## src/rtl/led_seq_pkg.sv

```systemverilog
// Shared definitions for the LED sequencer: command encodings, FSM state type
// and the helper that turns a 4-bit blink count into the 5-bit counter load.
package led_seq_pkg;

    localparam logic [1:0] MODE_OFF    = 2'b00;
    localparam logic [1:0] MODE_ON     = 2'b01;
    localparam logic [1:0] MODE_TOGGLE = 2'b10;
    localparam logic [1:0] MODE_BLINK  = 2'b11;

    localparam int BLINK_CNT_W = 5;

    typedef enum logic [1:0] {
        IDLE   = 2'b00,
        ON_PH  = 2'b01,
        OFF_PH = 2'b10
    } state_t;

    // A count of zero stands for sixteen blinks, so the counter needs one
    // more bit than the command field.
    function automatic logic [BLINK_CNT_W-1:0] blinkLoad(input logic [3:0] count);
        logic [BLINK_CNT_W-1:0] result;
        if (count == 4'd0) begin
            result = 5'd16;
        end else begin
            result = {1'b0, count};
        end
        return result;
    endfunction

endpackage

```

## src/rtl/led_seq_phase_timer.sv

```systemverilog
// Half-period timer: counts enabled cycles from 0 to HALF_PERIOD-1 and wraps,
// flagging the last cycle of each phase on expire.
module phase_timer
    import led_seq_pkg::*;
#(
    parameter int HALF_PERIOD = 50000000
) (
    input  logic clk,
    input  logic rst_n,
    input  logic clr,
    input  logic en,
    output logic expire
);

    localparam int TW = (HALF_PERIOD > 1) ? $clog2(HALF_PERIOD) : 1;
    localparam logic [TW-1:0] LAST = TW'(HALF_PERIOD - 1);

    logic [TW-1:0] r_count;

    // Phase counter; clear wins over enable, and the wrap at LAST keeps the
    // count inside its range so it never overflows.
    always_ff @(posedge clk or negedge rst_n) begin
        if (!rst_n) begin
            r_count <= '0;
        end else if (clr) begin
            r_count <= '0;
        end else if (en) begin
            if (r_count == LAST) begin
                r_count <= '0;
            end else begin
                r_count <= r_count + TW'(1);
            end
        end
    end

    assign expire = (r_count == LAST);

endmodule

```

## src/rtl/led_seq.sv

```systemverilog
// LED sequencer: static OFF/ON/TOGGLE level plus a BLINK sequence of N
// on/off cycles, each phase HALF_PERIOD clocks long, with abort and a
// completion pulse.
module led_seq
    import led_seq_pkg::*;
#(
    parameter int HALF_PERIOD = 50000000
) (
    input  logic       clk,
    input  logic       rst_n,
    input  logic       cmd_valid,
    output logic       cmd_ready,
    input  logic [1:0] cmd_mode,
    input  logic [3:0] cmd_count,
    input  logic       abort,
    output logic       led,
    output logic       busy,
    output logic       done
);

    state_t                 r_state;
    logic                   r_lvl;
    logic                   r_led;
    logic                   r_done;
    logic [BLINK_CNT_W-1:0] r_blinkCnt;

    state_t                 w_nextState;
    logic                   w_nextLvl;
    logic                   w_nextLed;
    logic                   w_nextDone;
    logic [BLINK_CNT_W-1:0] w_nextBlinkCnt;
    logic                   w_timerClr;
    logic                   w_timerEn;
    logic                   w_timerExpire;
    logic                   w_accept;
    logic                   w_lastBlink;

    // Commands are only taken in IDLE; gating with rst_n keeps ready low
    // for the whole time reset is held, even though the state already reads IDLE.
    assign cmd_ready   = (r_state == IDLE) && rst_n;
    assign w_accept    = cmd_valid && cmd_ready;
    assign w_lastBlink = (r_blinkCnt <= 5'd1);

    phase_timer #(
        .HALF_PERIOD(HALF_PERIOD)
    ) u_phaseTimer (
        .clk   (clk),
        .rst_n (rst_n),
        .clr   (w_timerClr),
        .en    (w_timerEn),
        .expire(w_timerExpire)
    );

    // Next-state logic: static commands stay in IDLE, BLINK walks ON_PH/OFF_PH
    // until the counter runs out, abort drops straight back to IDLE.
    always_comb begin
        w_nextState    = r_state;
        w_nextLvl      = r_lvl;
        w_nextBlinkCnt = r_blinkCnt;
        w_nextDone     = 1'b0;
        w_timerClr     = 1'b0;
        w_timerEn      = 1'b0;

        case (r_state)
            IDLE: begin
                w_timerClr = 1'b1;
                if (w_accept) begin
                    case (cmd_mode)
                        MODE_OFF:    w_nextLvl = 1'b0;
                        MODE_ON:     w_nextLvl = 1'b1;
                        MODE_TOGGLE: w_nextLvl = ~r_lvl;
                        default: begin
                            w_nextBlinkCnt = blinkLoad(cmd_count);
                            w_nextState    = ON_PH;
                        end
                    endcase
                end
            end

            ON_PH: begin
                if (abort) begin
                    w_nextState    = IDLE;
                    w_timerClr     = 1'b1;
                    w_nextBlinkCnt = '0;
                end else begin
                    w_timerEn = 1'b1;
                    if (w_timerExpire) begin
                        w_nextState = OFF_PH;
                    end
                end
            end

            OFF_PH: begin
                if (abort) begin
                    w_nextState    = IDLE;
                    w_timerClr     = 1'b1;
                    w_nextBlinkCnt = '0;
                end else begin
                    w_timerEn = 1'b1;
                    if (w_timerExpire) begin
                        if (r_blinkCnt != '0) begin
                            w_nextBlinkCnt = r_blinkCnt - 5'd1;
                        end
                        if (w_lastBlink) begin
                            w_nextState = IDLE;
                            w_nextDone  = 1'b1;
                        end else begin
                            w_nextState = ON_PH;
                        end
                    end
                end
            end

            default: begin
                w_nextState    = IDLE;
                w_timerClr     = 1'b1;
                w_nextBlinkCnt = '0;
            end
        endcase
    end

    // The LED register follows the state being entered so it changes in the
    // same cycle the state does; outside a blink it shows the static level.
    always_comb begin
        case (w_nextState)
            ON_PH:   w_nextLed = 1'b1;
            OFF_PH:  w_nextLed = 1'b0;
            default: w_nextLed = w_nextLvl;
        endcase
    end

    // State, level, counter and output registers, all cleared by reset so a
    // sequence cut short by reset leaves no done pulse behind.
    always_ff @(posedge clk or negedge rst_n) begin
        if (!rst_n) begin
            r_state    <= IDLE;
            r_lvl      <= 1'b0;
            r_led      <= 1'b0;
            r_done     <= 1'b0;
            r_blinkCnt <= '0;
        end else begin
            r_state    <= w_nextState;
            r_lvl      <= w_nextLvl;
            r_led      <= w_nextLed;
            r_done     <= w_nextDone;
            r_blinkCnt <= w_nextBlinkCnt;
        end
    end

    assign led  = r_led;
    assign done = r_done;
    assign busy = (r_state == ON_PH) || (r_state == OFF_PH);

endmodule

```

## config.mk

```make
export PLATFORM = sky130hd
export DESIGN_NAME = led_seq
export DESIGN_NICKNAME = d
export VERILOG_FILES = /design/src/rtl/led_seq_pkg.sv /design/src/rtl/led_seq_phase_timer.sv /design/src/rtl/led_seq.sv
export SDC_FILE = /design/constraint.sdc
export NUM_CORES = 1
export LEC_CHECK = 0
export CELL_PAD_IN_SITES_DETAIL_PLACEMENT = 1
export CELL_PAD_IN_SITES_GLOBAL_PLACEMENT = 1
export CORE_MARGIN = 10
export CORE_UTILIZATION = 45
export CTS_CLUSTER_DIAMETER = 150
export DETAILED_ROUTE_END_ITERATION = 10
export PLACE_DENSITY_LB_ADDON = 0.1
export SLEW_MARGIN = 25
export SYNTH_ARGS = -nofsm -noshare
export SYNTH_HDL_FRONTEND = slang
export SYNTH_SLANG_ARGS = --single-unit
export TNS_END_PERCENT = 100
```

## constraint.sdc

```tcl
create_clock -name clk -period 3.4 [get_ports clk]
set_input_delay 0.68 -clock clk [delete_from_list [all_inputs] [get_ports clk]]
set_output_delay 0.68 -clock clk [all_outputs]
set_load 0.03 [all_outputs]
```

==> qor.csv <==
metric,value,unit
status,"complete, no violations",
min-delay worst type,in -> async,
Synth Register Bits,36,
final setup fails,0,
critical path class,reg -> reg,
Fin Setup TNS,0,ps
worst-path fanout max,10,
met1 GRT Util,18.52,%
crit path cell chain,"or4b_1, nor4_2, and2_1, a2bb2oi_1, a21oi_1, ha_1, mux2_2",
max cap viols,0,
net count after synthesis,236,
GRT busiest layer,met2,
area grow syn2layout,13.30,%
"Slew Viols, Final",0,
CTS sink cnt,36,
Setup crit end kind,register,
Netlist cell types,37,
Synth warnings,0,
port bufs,13,
Die Wd,87.34,um
area of the multi-input gates,0.001042,mm^2
post-route ant nets,0,
first-pass GRT wire length,8.976,mm
final hold viol count,0,
"Top FF cell, synth",dfrtp_1,
Fin Clk Skew,7.507,ps
Synth Area per Inst,9.404,um^2
Final period util,84.73,%
total routed wirelength,5.201,mm
FMAX,0.3471,GHz
core area,0.004384,mm^2
Startpoint Class,register,
row count,24,
cell area power density,551.7,mW/mm^2
total gr overflow,0,
sequential share of the synthesized area,44.14,%
CP arrival,3060,ps
final worst setup slack,519.1,ps
share of layout cells above drive strength 1,8.475,%
wire per inst,18.06,um
pre-CTS WS,591.0,ps
post-CTS sizing,0,
GRT Total Usage,14.72,%
clk buf depth,2,
NumNets Final,254,
initial antenna violation count,0,
Max-slew headroom,51.15,%
vias in the first global route,1757,
crit-path max cell delay,550,ps
die height,87.34,um
n_diodes,0,
drt first-iter violations,100,
FF/Latch Area,900.9,um^2
Initial Util,46.55,%
Final GP Congestion,0.8023,
Worst-path clk slew,70,ps
Clock Latency Late Sink,290,ps
first-pass detailed-route iteration total,4,
CTS tree,done,
Post-Synthesis Cell Area,0.002041,mm^2
CTS Buf Count,5,
DRC viols,0,
"Req. time, crit path",3580,ps
I/O pin total,14,
M2 GR Usage,23.94,%
largest net degree at the start of global routing,36,
Fill cells,516,
Post-synth EDFFs,0,
critical path's slowest cell,or4b_1,
Tmin final,2881,ps
H-tree depth,2,
Async SR Flop Fraction,100.0,%
grt met3 use,3.464,%
routed via count,1660,
Pleak,0.9494,nW
DP HPWL,3.777,mm
worst vdd ir,330.0,uV
die area,0.007628,mm^2
Synth Instances,217,
RSZ-0062 raised after global routing,no,
worst slew pin tran,729.5,ps
# Post-CTS Setup Buffers,0,
CTS Hold Bufs,0,
Vias/cell,5.764,
Clk Tree Root Cell,clkbuf_8,
-- cells by family after synthesis --
kind of cell	Yosys count	synth area share [%]
adder cells (fa/ha/maj)	9	5.518
multiplexers	1	0.5518
AND/OR/NAND/NOR	104	25.32
AO/OA/AOI/OAI	27	9.381
buffers and inverters	16	4.783
XOR/XNOR	24	10.30
flip-flops	36	44.14
-- area by class of cell --
type	count	area share, %
Multi-Input combinational cell	165	45.08
Tap cell	52	2.814
Sequential cell	36	38.96
Timing Repair Buffer	17	6.710
Clock inverter	3	1.840
Inverter	10	1.623
Clock buffer	5	2.976
-- registers in the layout, summed over array words and instances, names as in the netlist --
| register | flops |
|---|---|
| u_phaseTimer.r_count | 26 |
| done | 1 |
| r_blinkCnt | 5 |
| r_lvl | 1 |
| r_state | 2 |
| led | 1 |
-- cell usage in the layout, fill, tap and decap left out, types with 6 or more instances in the layout --
cell type / synthesis / layout
inv_1: 10 / 10
dfrtp_1: 36 / 36
nand2_1: 24 / 24
nand3_1: 12 / 12
nor3_1: 6 / 6
nor2_1: 33 / 33
ha_1: 9 / 9
nand4_1: 8 / 8
xor2_1: 19 / 19
clkdlybuf4s50_1: 0 / 12
a21oi_1: 6 / 6
-- final timing paths --
path | startpoint | endpoint | slack, ps | cells past startpoint
max | u_phaseTimer.r_count[7] | led | 520 | 7
min | rst_n | r_lvl | 190 | 1
max reg2reg | u_phaseTimer.r_count[7] | led | 520 | 7
min reg2reg | u_phaseTimer.r_count[0] | u_phaseTimer.r_count[0] | 500 | 1
max in group asynchronous | rst_n | u_phaseTimer.r_count[11] | 2560 | 2
min in group clk | u_phaseTimer.r_count[0] | u_phaseTimer.r_count[0] | 500 | 1
-- layer usage --
layer  wire length [um]  share of wire (%)
met5                  0                  0
met4                 95                1.8
met3                136                2.6
met2               2661                 51
met1               2309                 44
-- through the flow --
stage               power (W)  cells  cell area [um^2]  util, %  hold slack [ps]
floorplan           0.0007846    217              2041        -            384.4
global placement    0.0008827    280              2201    50.20            482.4
detailed placement  0.0009058    280              2201    50.20            484.1
CTS                  0.001288    288              2312    52.74            182.7
global route         0.001366    288              2312    52.74            175.1
finish               0.001276    288              2312    52.74            189.7
-- cell usage after synthesis, types with 2 or more instances --
cell	instances	area, um^2
nor2_1	33	123.9
clkbuf_1	2	7.510
a21o_1	2	15.01
a21oi_1	6	30.03
ha_1	9	112.6
a31oi_1	4	25.02
and3_1	4	25.02
inv_1	10	37.54
nor2b_1	3	18.77
xnor2_1	5	43.79
buf_8	2	30.03
dfrtp_1	36	900.9
nor3_1	6	30.03
nand2_1	24	90.09
nor4_1	3	18.77
buf_6	2	22.52
a32oi_1	3	26.28
nand4_1	8	50.05
a31o_2	4	35.03
xor2_1	19	166.4
and2_1	2	12.51
or4b_1	2	20.02
o21ai_0	3	15.01
nand3_1	12	60.06
-- critical path: cells and delay by family, from the launching register on --
family | cells | cell delay (ps)
fa+ha+maj | 1 | 290
simple gates | 3 | 1310
flops | 1 | 450
compound gates | 2 | 390
mux | 1 | 320
-- where the power goes --
group	total, W	leakage [nW]	internal (W)	switching (W)
Clock	0.000377	0.0541	0.000217	0.000160
Combinational	0.000371	0.409	0.000147	0.000223
Sequential	0.000528	0.487	0.000479	0.0000493
Total	0.00128	0.949	0.000843	0.000432
Power figures use the tool's default switching activity.
